==> config.mk <==
export PLATFORM = sky130hd
export DESIGN_NAME = stw_scheduler
export DESIGN_NICKNAME = d
export VERILOG_FILES = /design/src/rtl/stw_pkg.sv /design/src/rtl/stw_vector_rom.sv /design/src/rtl/stw_scheduler.sv
export SDC_FILE = /design/constraint.sdc
export NUM_CORES = 1
export LEC_CHECK = 0
export BUFFER_PORTS_ARGS = -buffer_cell sky130_fd_sc_hd__buf_2
export CAP_MARGIN = 20
export CORE_UTILIZATION = 57
export DETAILED_ROUTE_END_ITERATION = 10
export PLACE_DENSITY = 0.95
export RECOVER_POWER = 100
export SYNTH_ARGS = -nofsm -noshare
export SYNTH_HDL_FRONTEND = slang
export SYNTH_SLANG_ARGS = --single-unit
==> constraint.sdc <==
create_clock -name clk -period 5.5 [get_ports clk]
set_input_delay 1.1 -clock clk [delete_from_list [all_inputs] [get_ports clk]]
set_output_delay 1.1 -clock clk [all_outputs]
set_load 0.005 [all_outputs]
==> src/rtl/stw_pkg.sv <==
// STW scheduler shared types: FSM states, the self-test vector table,
// and the expected-result function.
package stw_pkg;

  typedef enum logic [2:0] {
    IDLE, REQ, LOAD, START, WAIT, CHECK, DONE
  } stw_state_t;

  localparam int STW_NUM_VEC = 4;

  typedef struct packed {
    logic [15:0] op1;
    logic [15:0] op2;
    logic [15:0] add;
  } stw_vec_t;

  function automatic stw_vec_t stw_vec(input logic [1:0] idx);
    stw_vec_t v;
    case (idx)
      2'd0:    v = '{16'd3,    16'd5,    16'd7};
      2'd1:    v = '{16'hFFFF, 16'hFFFF, 16'h0001};
      2'd2:    v = '{16'hAAAA, 16'h0001, 16'h5555};
      default: v = '{16'h0100, 16'h0100, 16'h1234};
    endcase
    return v;
  endfunction

  // Full 32-bit result; callers keep the low WORD_SIZE bits.
  function automatic logic [31:0] stw_expect(
    input logic [31:0] a,
    input logic [31:0] b,
    input logic [31:0] c
  );
    return a * b + c;
  endfunction

endpackage

==> src/rtl/stw_vector_rom.sv <==
// Combinational STW vector lookup: index -> op1/op2/add/expected.
// Ports: idx in; op1, op2, add, expected out (WORD_SIZE each).
import stw_pkg::*;

module stw_vector_rom #(
  parameter int WORD_SIZE = 16
) (
  input  logic [1:0]           idx,
  output logic [WORD_SIZE-1:0] op1,
  output logic [WORD_SIZE-1:0] op2,
  output logic [WORD_SIZE-1:0] add,
  output logic [WORD_SIZE-1:0] expected
);

  stw_vec_t    v;
  logic [31:0] full;

  assign v    = stw_vec(idx);
  assign full = stw_expect(32'(v.op1), 32'(v.op2), 32'(v.add));

  assign op1      = WORD_SIZE'(v.op1);
  assign op2      = WORD_SIZE'(v.op2);
  assign add      = WORD_SIZE'(v.add);
  assign expected = WORD_SIZE'(full);

endmodule

==> src/rtl/stw_scheduler.sv <==
// Schedules self-test word runs over all PEs and keeps a sticky fault map.
// Ports: clk/rst; test_req; stw_req/stw_grant slot handshake; broadcast
// load_en/ops/expected/start; per-PE complete/result in; fault_clear;
// fault_map/any_fault; run_done pulse; saturating run_count.
import stw_pkg::*;

module stw_scheduler #(
  parameter int WORD_SIZE   = 16,
  parameter int NUM_PE      = 16,
  parameter int NUM_VECTORS = 4,
  parameter int INTERVAL    = 1024,
  parameter int TIMEOUT     = 8
) (
  input  logic                 clk,
  input  logic                 rst,
  input  logic                 test_req,
  output logic                 stw_req,
  input  logic                 stw_grant,
  output logic                 stw_load_en,
  output logic [WORD_SIZE-1:0] stw_mult_op1,
  output logic [WORD_SIZE-1:0] stw_mult_op2,
  output logic [WORD_SIZE-1:0] stw_add_op,
  output logic [WORD_SIZE-1:0] stw_expected,
  output logic                 stw_start,
  input  logic [NUM_PE-1:0]    stw_complete_in,
  input  logic [NUM_PE-1:0]    stw_result_in,
  input  logic                 fault_clear,
  output logic [NUM_PE-1:0]    fault_map,
  output logic                 any_fault,
  output logic                 run_done,
  output logic [15:0]          run_count
);

  localparam logic [1:0]  LAST_VEC = 2'(NUM_VECTORS - 1);
  localparam logic [15:0] WAIT_MAX = 16'(TIMEOUT - 1);
  localparam logic [31:0] IVL_MAX  = 32'(INTERVAL - 1);

  stw_state_t          state;
  stw_state_t          state_nxt;
  logic                pending;
  logic [31:0]         ivl_cnt;
  logic [1:0]          vec_idx;
  logic [15:0]         wait_cnt;
  logic                timeout_q;
  logic [NUM_PE-1:0]   run_fail;

  logic                in_run;
  logic                grant_lost;
  logic                all_done;
  logic                wait_ok;
  logic                wait_to;
  logic                ivl_hit;
  logic [WORD_SIZE-1:0] rom_op1;
  logic [WORD_SIZE-1:0] rom_op2;
  logic [WORD_SIZE-1:0] rom_add;
  logic [WORD_SIZE-1:0] rom_exp;

  stw_vector_rom #(
    .WORD_SIZE(WORD_SIZE)
  ) u_rom (
    .idx      (vec_idx),
    .op1      (rom_op1),
    .op2      (rom_op2),
    .add      (rom_add),
    .expected (rom_exp)
  );

  assign in_run = (state == LOAD) || (state == START) ||
                  (state == WAIT) || (state == CHECK);
  assign grant_lost = in_run && !stw_grant;
  assign all_done   = &stw_complete_in;
  // First WAIT cycle ignores complete: PEs still show the old run's level.
  assign wait_ok = (state == WAIT) && (wait_cnt != '0) && all_done;
  assign wait_to = (state == WAIT) && !wait_ok && (wait_cnt == WAIT_MAX);
  assign ivl_hit = (INTERVAL != 0) && (state == IDLE) &&
                   (ivl_cnt == IVL_MAX);

  always_comb begin
    state_nxt = state;
    unique case (state)
      IDLE:  if (pending) state_nxt = REQ;
      REQ:   if (stw_grant) state_nxt = LOAD;
      LOAD:  state_nxt = START;
      START: state_nxt = WAIT;
      WAIT:  if (wait_ok || wait_to) state_nxt = CHECK;
      CHECK: state_nxt = (vec_idx == LAST_VEC) ? DONE : LOAD;
      DONE:  state_nxt = IDLE;
      default: state_nxt = IDLE;
    endcase
    if (grant_lost) state_nxt = IDLE;
  end

  always_ff @(posedge clk) begin
    if (rst) begin
      state     <= IDLE;
      pending   <= 1'b0;
      ivl_cnt   <= '0;
      vec_idx   <= '0;
      wait_cnt  <= '0;
      timeout_q <= 1'b0;
      run_fail  <= '0;
      fault_map <= '0;
      run_count <= '0;
    end else begin
      state     <= state_nxt;
      timeout_q <= wait_to;
      wait_cnt  <= (state == WAIT) ? wait_cnt + 16'd1 : '0;

      // Entering REQ consumes the request; a new test_req re-arms it.
      if (state == IDLE && pending)
        pending <= test_req;
      else
        pending <= pending | test_req | ivl_hit | grant_lost;

      if (INTERVAL != 0 && state == IDLE)
        ivl_cnt <= ivl_hit ? '0 : ivl_cnt + 32'd1;

      if (grant_lost) begin
        vec_idx  <= '0;
        run_fail <= '0;
      end else if (state == CHECK) begin
        run_fail <= run_fail | ~stw_result_in |
                    (timeout_q ? ~stw_complete_in : '0);
        if (vec_idx != LAST_VEC)
          vec_idx <= vec_idx + 2'd1;
      end else if (state == DONE) begin
        vec_idx  <= '0;
        run_fail <= '0;
      end

      if (state == DONE) begin
        fault_map <= (fault_clear ? '0 : fault_map) | run_fail;
        if (run_count != 16'hFFFF)
          run_count <= run_count + 16'd1;
      end else if (fault_clear) begin
        fault_map <= '0;
      end
    end
  end

  assign stw_req      = (state != IDLE);
  assign stw_load_en  = (state == LOAD);
  assign stw_start    = (state == START);
  assign run_done     = (state == DONE);
  assign any_fault    = |fault_map;
  assign stw_mult_op1 = in_run ? rom_op1 : '0;
  assign stw_mult_op2 = in_run ? rom_op2 : '0;
  assign stw_add_op   = in_run ? rom_add : '0;
  assign stw_expected = in_run ? rom_exp : '0;

endmodule
* After elaboration in Yosys (flattened, before gate mapping) *
Index checks and enable logic that the tools add are counted.

word-level totals
  word-level logic and storage cells = 86
  register bits = 103
  input bits = 37

cells by class
  bitwise logic cells = 9
  $add $sub $neg = 5
  multiply operators = 1
  equality and inequality tests = 17
  multiplexer cells = 20
  reductions and logical operators = 25

operators by type and width
  kind                     count
  $mux W16                 9
  $pmux W48 S3             1
  $or A16 B16 Y16          3
  $add A16 B1 Y16 const B  2
  $add A32 B1 Y32 const B  1
  $eq A32 B10 Y1 const B   1
  $mux W32                 1
  $not A16 Y16             2
  $pmux W3 S6              1
  $add A16 B16 Y16         1
  $eq A16 B3 Y1 const B    1
  $mul A16 B16 Y16         1
  $ne A16 B16 Y1 const B   1
  $reduce_and A16 Y1       1
  $reduce_bool A16 Y1      1
  $reduce_or A16 Y1        1
  $mux W3                  4
  $eq A3 B3 Y1 const B     3
  $logic_and A1 B1 Y1      7
  $eq A3 B2 Y1 const B     2
  $mux W2                  3
  $ne A2 B2 Y1 const B     3
  $eq A2 B2 Y1 const B     2
  $logic_or A1 B1 Y1       4
  other kinds (15)         21

* Longest topological paths before layout *
  depth after elaboration = 9
  depth in mapped cells = 8
  depth with buffers taken out = 6

* By module *
A second synthesis with hierarchy kept.

unflattened totals
  cells, all modules = 696
  area total of the unflattened synthesis = 5641.7 um^2

modules (own cells, without submodules)
  module          area each (um^2)  instances  cells an instance  seq. area each (um^2)
  stw_scheduler   5104.9            1          626                2062.0
  stw_vector_rom  536.8             1          70                 0.0

* Least setup slack after synthesis *
No wires, ideal clock.

  path kind = register to output
  start point = register state[2]
  end point = output port stw_mult_op2[8]
  cell stages (with the launch flop) = 8
  data arrival time = 2.063 ns
  path slack = 2.337 ns
  cell sequence = dfxtp_1 buf_2 nand2b_1 and2_1 clkbuf_1 nor2b_1 or2_2 buf_4

between the ends
  cells in the longest elaborated chain, start to end = 5
  elaborated cells on any way between the ends = 8

ends and longest elaborated chain
  what                             line                  RTL
  start, declared                  stw_scheduler.sv:38   stw_state_t state;
  start signal, assigned           stw_scheduler.sv:105  state <= state_nxt;
  $eq A3 B2 Y1                     stw_scheduler.sv:68   assign in_run = (state == LOAD) || (state == START) ||
  $logic_or A1 B1 Y1 (2 in a row)  stw_scheduler.sv:68
  $logic_or A1 B1 Y1 *             stw_scheduler.sv:69   (state == WAIT) || (state == CHECK);
  $mux W16 *                       stw_scheduler.sv:147  assign stw_mult_op2 = in_run ? rom_op2 : '0;
  end, declared                    stw_scheduler.sv:21   output logic [WORD_SIZE-1:0] stw_mult_op2,

Mark *: on every way between the ends. The rest lies on a longest branch, timed or not.

* Worst setup path in the final report *
Ends and elaborated chain as after synthesis.

==> metrics.md <==
| Metric | Value |
|---|---|
| Min Tclk post-route | `3.880 ns` |
| Worst Tran Pin Value | `1.902 ns` |
| Clk_lat worst skew | `~0.37 ns` |
| WL/cell | `15.26 um` |
| #FFs+latches synth | `between 100 and 150` |
| Layout cells sized above 1 | `0.1681` |
| Drt via density | `approximately 5.7` |
| Comb pwr share | `0.049` |
| Syn_area_per_cell | `approximately 8.4 um^2` |
| Num Clock Sinks | `slightly above 100` |
| I/O pin cnt | `138` |
| Clk slew on worst S/H paths | `approximately 0.10 ns` |
| Port buffer count | `about 130` |
| Ys Warns | `0` |
| Worst setup EP type | `output port` |
| Nets | `746` |
| Largest net degree at the start of global routing | `46` |
| Max-cap violations | `2` |
| CTS root buf | `clkbuf_8` |
| Gr ovfl total | `0` |
| Critical Path Fanout Max | `20` |
| H-tree levels | `3` |
| Slew headroom | `-0.2679` |
| Final wirelength | `between 10000 and 15000 um` |
| Static Leak | `roughly 2.2 nW` |
| Synth unique cells | `54` |
| CP required | `about 4.4 ns` |
| Hold crit path type | `reg2reg` |
| Detailed placer's ending HPWL | `approximately 8800 um` |
| Starting Density | `0.5973` |
| Layout Utilization | `0.6434` |
| Via count | `~4600` |
| NetSw | `about 0.00033 W` |
| Antenna viol nets, final | `0` |
| Switching part of the total | `0.2584` |
| Setup_tns | `0 ns` |
| Total CTS buffers | `9` |
| Hold slack | `0.5103 ns` |
| Async SR Flop Fraction | `0` |
| Core Area | `0.008848 mm^2` |
| Placer Congestion | `between 0.9 and 1` |
| Mapped Cells | `630` |
| Vias in the first global route | `between 4000 and 5000` |
| Max-slew violation count | `74` |
| Cell internal pwr | `0.0009495 W` |
| DRC Markers | `0` |
| P&R area growth vs syn | `7.718%` |
| First-pass GRT wire length | `roughly 20000 um` |
| 1st-iter DRT viols | `268` |
| Critical path launch point type | `flop` |
| RSZ-0062 raised after global routing | `false` |
| # Post-CTS Setup Buffers | `0` |
| Sequential share of power | `0.593` |
| Post-route clock period utilization | `0.7055` |
| Drt first pass iters | `7` |
| Max IR drop VDD | `approximately 140 uV` |
| Clock Path Buffers | `2` |
| Post-synth EDFFs | `0` |
| CTS tree | `built` |
| Clk_skew | `0.01006 ns` |
| Num rows | `34` |
| Cts repair resizes | `0` |
| Final Setup Violations | `0` |
| Final hold violations | `0` |
| Cts hold-fix bufs | `0` |
| CP arrival | `between 2 and 3 ns` |
| Status | `finished, violations left` |
| Power per Cell Area | `around 220 mW/mm^2` |
| Die ar. | `roughly 0.0097 mm^2` |
| Synthesized area | `about 0.0053 mm^2` |
| Failing checks | `capacitance limit, slew limit` |
| N_diodes | `0` |
| Die height | `98.29 um` |
| Clock share of power | `0.358` |
| Die W | `98.29 um` |
| Sequential area share after synthesis | `0.3902` |
| Achievable frequency | `257.7 MHz` |
| CP Class | `reg2out` |
| Initial antenna violation count | `0` |
| Top_reg_cell synth | `dfxtp_1` |
| All-Layer GR Usage | `0.2547` |
==> flip-flops by register name (all words and copies together), names as in the netlist <==
register	count
run_count	16
wait_cnt	16
vec_idx	2
pending	1
ivl_cnt	32
run_fail	16
fault_map	16
timeout_q	1
state	3
==> path summary, 6_finish.rpt <==
check / startpoint / to / slack [ns] / cells after the start
max: state[2] / stw_mult_op2[8] / 1.62 / 5
min: run_fail[5] / fault_map[5] / 0.51 / 2
max reg2reg: ivl_cnt[0] / ivl_cnt[23] / 2.41 / 6
min reg2reg: run_fail[5] / fault_map[5] / 0.51 / 2
==> cell type report <==
cell class,instances,area (um^2)
clock buffers,9,123.9
clock inverters,7,65.06
well taps,108,135.1
inverters,15,56.30
multi-input cells,436,2645
repair buffers,132,605.6
fillers,725,3156
flip-flops and latches,103,2062
==> per-layer routing <==
metal | up-vias | GRT usage | wire length (um)
li1 | 2242 | - | -
met4 | 0 | 0.1160 | 328
met5 | - | 0 | 0
met3 | 33 | 0.04152 | 637
met2 | 158 | 0.4334 | 6239
met1 | 2160 | 0.3173 | 5159
==> Yosys cell counts (3+ instances only) <==
master,n,area share
a21oi_1,28,0.027
a22oi_1,16,0.023
and2_1,6,0.0071
and3_1,9,0.011
and4_1,8,0.013
buf_4,51,0.072
clkbuf_1,21,0.015
dfxtp_1,103,0.39
ha_1,12,0.028
inv_1,15,0.011
mux2i_1,5,0.0095
nand2_1,17,0.012
nand2b_1,3,0.0036
nand3_1,21,0.020
nand4_1,22,0.026
nor2_1,108,0.077
nor2b_1,26,0.031
nor3_1,16,0.015
nor4_1,18,0.021
o21ai_0,24,0.023
or2_2,5,0.0059
or3_1,6,0.0071
xnor2_1,25,0.041
xor2_1,24,0.040
==> power by group through the flow <==
stage	sequential (W)	combinational, W	clock [W]
3_3_place_gp	0.000775	0.0000609	0
5_1_grt	0.000760	0.0000706	0.000490
4_1_cts	0.000759	0.0000638	0.000460
2_1_floorplan	0.000773	0.0000482	0
3_5_place_dp	0.000776	0.0000636	0
6_report	0.000759	0.0000632	0.000458
==> worst max-delay path, cell delays in order (launching register included) <==
cell and delay [ns]:
dfxtp_1 0.58, nand2b_1 0.17, and2_0 0.39, nor2b_1 0.87
or2_2 0.25, clkbuf_1 0.15
==> placed cells by master (no fill, tap or decap), drive strengths merged, types with 9 or more instances in the layout <==
cell type / Yosys / layout
nor4: 18 / 18
inv: 15 / 18
nor2b: 26 / 26
dfxtp: 103 / 103
nand4: 23 / 23
nor2: 110 / 110
nand3: 22 / 22
a22oi: 16 / 16
clkbuf: 21 / 82
a21oi: 28 / 28
o21ai: 24 / 24
ha: 12 / 12
xor2: 24 / 24
nand2: 17 / 17
xnor2: 25 / 25
buf: 59 / 59
and3: 9 / 9
nor3: 18 / 18
==> per-stage QoR <==
step / total power (W) / instance area (um^2) / setup WS (ns) / std cells
4_1_cts: 0.001282 / 5748 / 1.773 / 810
3_5_place_dp: 0.0008400 / 5559 / 2.197 / 794
5_1_grt: 0.001321 / 5693 / 1.386 / 810
6_report: 0.001280 / 5693 / 1.620 / 810
2_1_floorplan: 0.0008210 / 5300 / 2.337 / 634
3_3_place_gp: 0.0008364 / 5559 / 2.355 / 794
==> kinds of logic after synthesis <==
family,Yosys count,synth area share
buf+inv,95,0.1122
simple gates,284,0.2860
compound gates,81,0.09186
fa+ha+maj,12,0.02841
xor+xnor,49,0.08120
other cells,1,0.0007095
mux,5,0.009470
flops,103,0.3902
Note: power is estimated with default switching activity, not from simulation.
